$ cat config.mk
export PLATFORM = sky130hd
export DESIGN_NAME = scoreboard_reg_file
export DESIGN_NICKNAME = d
export VERILOG_FILES = /design/src/rtl/scoreboard_reg_file.sv
export SDC_FILE = /design/constraint.sdc
export NUM_CORES = 2
export LEC_CHECK = 0
export BUFFER_PORTS_ARGS = -buffer_cell sky130_fd_sc_hd__buf_4
export CORE_MARGIN = 3
export CORE_UTILIZATION = 50
export CTS_CLUSTER_DIAMETER = 60
export CTS_CLUSTER_SIZE = 40
export DETAILED_ROUTE_END_ITERATION = 7
export GPL_TIMING_DRIVEN = 0
export HOLD_SLACK_MARGIN = 0.03
export PLACE_DENSITY = 0.66
export SLEW_MARGIN = 15
export SYNTH_ARGS = -nofsm -noshare
export SYNTH_HDL_FRONTEND = slang
export SYNTH_SLANG_ARGS = --single-unit
$ cat constraint.sdc
create_clock -name clk -period 6.6 [get_ports clk]
set_input_delay 1.32 -clock clk [delete_from_list [all_inputs] [get_ports clk]]
set_output_delay 1.32 -clock clk [all_outputs]
set_load 0.1 [all_outputs]
$ cat src/rtl/scoreboard_reg_file.sv
`default_nettype none
// ============================================================================
//  Module   : scoreboard_reg_file
//  Purpose  : Parametrised multi-read-port register file with a per-register
//             busy scoreboard for the pipelined MIPS datapath. Register 0 is
//             hardwired to zero and can never be marked busy.
//  Ports    : clk, rst_n            - clock, asynchronous active-low reset
//             we/wr_addr/wr_data    - single write port
//             rd_addr/rd_data       - NUM_RD packed combinational read ports
//             rd_busy               - busy flag of each read port's register
//             rsv_en/rsv_addr       - reserve (mark busy) a destination reg
//             flush                 - clear every busy bit
//             busy_cnt              - registered count of busy registers
//  Config   : define REGFILE_BYPASS_EN for same-cycle write-to-read forwarding
//  Revision : 1.0 - initial release
// ============================================================================
module scoreboard_reg_file #(
  parameter int DATA_W = 32,
  parameter int ADDR_W = 5,
  parameter int NUM_RD = 2
) (
  input  logic                     clk,
  input  logic                     rst_n,
  input  logic                     we,
  input  logic [ADDR_W-1:0]        wr_addr,
  input  logic [DATA_W-1:0]        wr_data,
  input  logic [NUM_RD*ADDR_W-1:0] rd_addr,
  output logic [NUM_RD*DATA_W-1:0] rd_data,
  output logic [NUM_RD-1:0]        rd_busy,
  input  logic                     rsv_en,
  input  logic [ADDR_W-1:0]        rsv_addr,
  input  logic                     flush,
  output logic [ADDR_W:0]          busy_cnt
);

  localparam int DEPTH = 2 ** ADDR_W;

  logic [DATA_W-1:0] r_mem [DEPTH];
  logic [DEPTH-1:0]  r_busy;
  logic [DEPTH-1:0]  w_busy_nxt;
  logic [ADDR_W:0]   w_cnt_nxt;
  logic              w_wr_ok;

  // Writes to r0 are dropped, so r_mem[0] stays at its reset value of zero.
  assign w_wr_ok = we && (wr_addr != '0);

  always_ff @(posedge clk or negedge rst_n) begin
    if (!rst_n) begin
      for (int i = 0; i < DEPTH; i++) begin
        r_mem[i] <= '0;
      end
    end else if (w_wr_ok) begin
      r_mem[wr_addr] <= wr_data;
    end
  end

  // Next busy vector. Ordering gives the priorities: a completing write
  // clears, a reservation in the same cycle re-sets (newer producer), and a
  // flush wipes everything.
  always_comb begin
    w_busy_nxt = r_busy;
    if (w_wr_ok) begin
      w_busy_nxt[wr_addr] = 1'b0;
    end
    if (rsv_en) begin
      w_busy_nxt[rsv_addr] = 1'b1;
    end
    if (flush) begin
      w_busy_nxt = '0;
    end
    w_busy_nxt[0] = 1'b0;
  end

  // Popcount of the next value so busy_cnt tracks r_busy in the same cycle.
  always_comb begin
    w_cnt_nxt = '0;
    for (int i = 0; i < DEPTH; i++) begin
      w_cnt_nxt = w_cnt_nxt + {{ADDR_W{1'b0}}, w_busy_nxt[i]};
    end
  end

  always_ff @(posedge clk or negedge rst_n) begin
    if (!rst_n) begin
      r_busy   <= '0;
      busy_cnt <= '0;
    end else begin
      r_busy   <= w_busy_nxt;
      busy_cnt <= w_cnt_nxt;
    end
  end

  for (genvar gi = 0; gi < NUM_RD; gi++) begin : g_rd
    logic [ADDR_W-1:0] w_addr;
    assign w_addr = rd_addr[gi*ADDR_W +: ADDR_W];
`ifdef REGFILE_BYPASS_EN
    // Forward the in-flight write; suppressed while reset is held so reads
    // stay zero during reset.
    logic w_hit;
    assign w_hit = rst_n && w_wr_ok && (w_addr == wr_addr);
    assign rd_data[gi*DATA_W +: DATA_W] = w_hit ? wr_data : r_mem[w_addr];
    assign rd_busy[gi] = w_hit ? (rsv_en && (rsv_addr == wr_addr))
                               : r_busy[w_addr];
`else
    assign rd_data[gi*DATA_W +: DATA_W] = r_mem[w_addr];
    assign rd_busy[gi] = r_busy[w_addr];
`endif
  end : g_rd

endmodule
`default_nettype wire
==> results.ini <==
[outcome]
status=finished, final reports clean

[finish]
layout.cells.non_filler=5391
fillers=8831
area_growth_pct=12.1
final_cell_area_um2=62000
nets=3918
ff_latch_area_um2=26600
multi_input_area_um2=26900
drive_gt1_share_pct=51.9

[critical_path]
cp.arrival_ps=7100
path_class=input port to flop
critPathLaunchType=input port
required_ps=7230
critPathMaxFanout=15
end_kind=flop

[drt]
routed_via_density=6.73
top_layer=met5
drt_iter0_drc=4205
route.met2.wl_mm=79.4
routed_wirelength_mm=183
wl_met3_mm=19.4
ant_nets=0
wl_per_cell_um=34.0
vias=36296
dr.pass1.iters=6
wl_met1_mm=75.6
drc=0

[logic_synthesis]
synth_flop_cell=dfrtp_1
netlist_instances=3595
avgSynthCellArea_um2=15.4
ys_ff_latch=1061
ys_warn_count=0
synth.distinct_cells=48
yosys-top-cells-area=dfrtp_1 (48%), mux4_2 (21%), mux2_2 (20%), o22ai_1 (2.9%), clkbuf_1 (1.5%)
yosysTopAreaCellShare_pct=48.0
synth-edff-count=0
synthesis.nets=3682
ys_seq_area_share_pct=48.0
synth_area_um2=55300
async_flop_share_pct=100
yosysTopAreaCell=dfrtp_1

[power]
switching_share_pct=32.0
p_clk_share_pct=32.3
power_frac_comb_pct=22.9
power.total_mw=19.1
power.switching_mw=6.10
internal_power_mw=13.0
powerDensity_nw_per_um2=308
p_seq_share_pct=44.9
irDropWorstVdd_mv=0.243
leakage_nw=26.7

[global_routing]
track_usage_pct=31.7
grt_pass1_wl_mm=261
grt_max_degree=155
grt_pass1_vias=36226
overflow=0
grt_antenna_before_repair=3

[sta]
fin_setup_tns_ps=0
skew_ps=18.9
fin_crit_sh_pct=98.0
setup_viol=0
max_slew_margin_pct=15.7
slew_violations=0
period_needed_ps=6470
fmax_mhz=155
tightest_slew_ps=1250
hold_viol_final=0

[clock_network]
clockBufferDepth=3
clock_sinks=1061
h-tree-depth=3
cts_tree=done
cts_hold_buffers=0
path_clk_slew_ps=80
clockRootBuffer=clkbuf_16
worstSkewPairLatency_ps=700
cts_made_buffers=95

[job]
max-cap-violations=0

[floorplanning]
dieHeight_um=339
num_rows=121
fp.coreArea_um2=109000
fp.dieArea_um2=115000
initial_utilization_pct=50.6
io_pins=129
fp.dieW_um=339

[min_path]
worst_hold_path_type=flop to flop

[place]
dp_hpwl_mm=140
gp_congestion=0.981
io_buffers=123
dpl_cell_area_um2=58300
placed_cells=5201

-- layer usage --
layer | global-route usage, % | vias up
li1 | - | 14492
met1 | 45.4 | 19624
met2 | 45.3 | 1814
met5 | 0 | -
met4 | 13.4 | 4
met3 | 9.54 | 362
-- worst max-delay path, stage by stage --
cell,delay (ps)
buf_6,140
nand4b_1,250
or3_4,460
buf_6,190
a22oi_2,160
nor2_2,70
fa_1,550
inv_1,60
fa_1,490
inv_1,50
fa_1,480
inv_1,60
fa_1,540
fa_1,440
fa_1,550
inv_1,70
fa_2,380
fa_2,370
a21o_1,200
a21oi_2,140
xnor2_1,120
-- cells in the mapped netlist (3+ instances only) --
| library cell | number |
|---|---|
| nor2b_1 | 10 |
| buf_4 | 26 |
| mux2_1 | 11 |
| nand4b_1 | 3 |
| nand4_1 | 7 |
| o21ai_0 | 12 |
| nor2_1 | 32 |
| and2_1 | 3 |
| clkbuf_1 | 220 |
| a21oi_1 | 15 |
| nand2b_1 | 9 |
| mux4_2 | 518 |
| a22oi_1 | 13 |
| buf_2 | 140 |
| nand3b_1 | 7 |
| nor4_1 | 64 |
| nand2_1 | 46 |
| dfrtp_1 | 1061 |
| o22ai_1 | 256 |
| fa_1 | 23 |
| buf_1 | 20 |
| nand3_1 | 6 |
| a21o_1 | 14 |
| inv_1 | 31 |
| nor3b_1 | 4 |
| mux2i_1 | 8 |
| o31a_1 | 4 |
| ha_1 | 7 |
| mux2_2 | 989 |
| buf_6 | 6 |
| or3_1 | 7 |
-- per-stage QoR --
stage	setup WS (ps)	utilization (%)	hold slack [ps]
floorplan	-45.7	-	441
global placement	-8730	53.2	452
detailed placement	-1070	53.4	465
CTS	12.8	56.6	483
global route	-2.73	56.7	492
finish	135	56.7	478
-- state kept, by name, summed over array words and instances (netlist names) --
| signal | flops |
|---|---|
| r_mem | 1024 |
| busy_cnt | 6 |
| r_busy | 31 |
-- final timing paths --
check	from	to	slack [ps]	cells past startpoint
max in group asynchronous	rst_n	r_mem[155]	3810	4
worst max register to register	r_busy[26]	busy_cnt[4]	1280	18
worst min-delay path	r_mem[1010]	r_mem[1010]	480	1
worst min register to register	r_mem[1010]	r_mem[1010]	480	1
min in group asynchronous	rst_n	r_mem[1011]	530	1
worst max-delay path	wr_addr[2]	busy_cnt[4]	130	21
-- power by group through the flow --
stage | clock, mW | combinational, mW | sequential, mW
after floorplan | 0 | 3.18 | 8.36
after global placement | 0 | 4.19 | 8.55
after detailed placement | 0 | 4.29 | 8.64
after CTS | 6.21 | 4.31 | 8.52
after global routing | 6.47 | 4.57 | 8.71
final | 6.16 | 4.36 | 8.56
-- placed cells by master, fill, tap and decap left out, drive strengths merged, types with 15 or more instances in the layout --
master,synthesis,final
nor2,32,32
fa,23,23
o22ai,256,256
mux4,518,518
nand2,46,46
mux2,1000,1000
clkbuf,220,321
nor4,64,64
clkinv,0,27
a21oi,15,15
buf,192,331
dfrtp,1061,1061
inv,31,71
-- cell families after synthesis --
| family | Yosys count | synth area share, % |
|---|---|---|
| compound gates | 323 | 3.71 |
| xor+xnor | 3 | 0.0475 |
| fa+ha+maj | 30 | 0.991 |
| buf+inv | 443 | 3.58 |
| flops | 1061 | 48.0 |
| mux | 1526 | 41.6 |
| simple gates | 209 | 2.09 |
-- timing repair --
action	CTS	global route
resized for setup	6	28
pin swaps	1	14
buffers inserted	4	8
endpoints found under the setup margin	5	4
-- cell type report --
type                            count  share of cell area, %
Buffer                            409                   3.05
Antenna cell                        1                0.00404
Clock inverter                     79                   1.59
Multi-Input combinational cell   2091                   43.4
Clock buffer                      101                   3.98
Tap cell                         1476                   2.98
Inverter                           31                  0.188
Sequential cell                  1061                   42.8
Timing Repair Buffer              142                   1.98
Note: power is estimated with default switching activity, not from simulation.
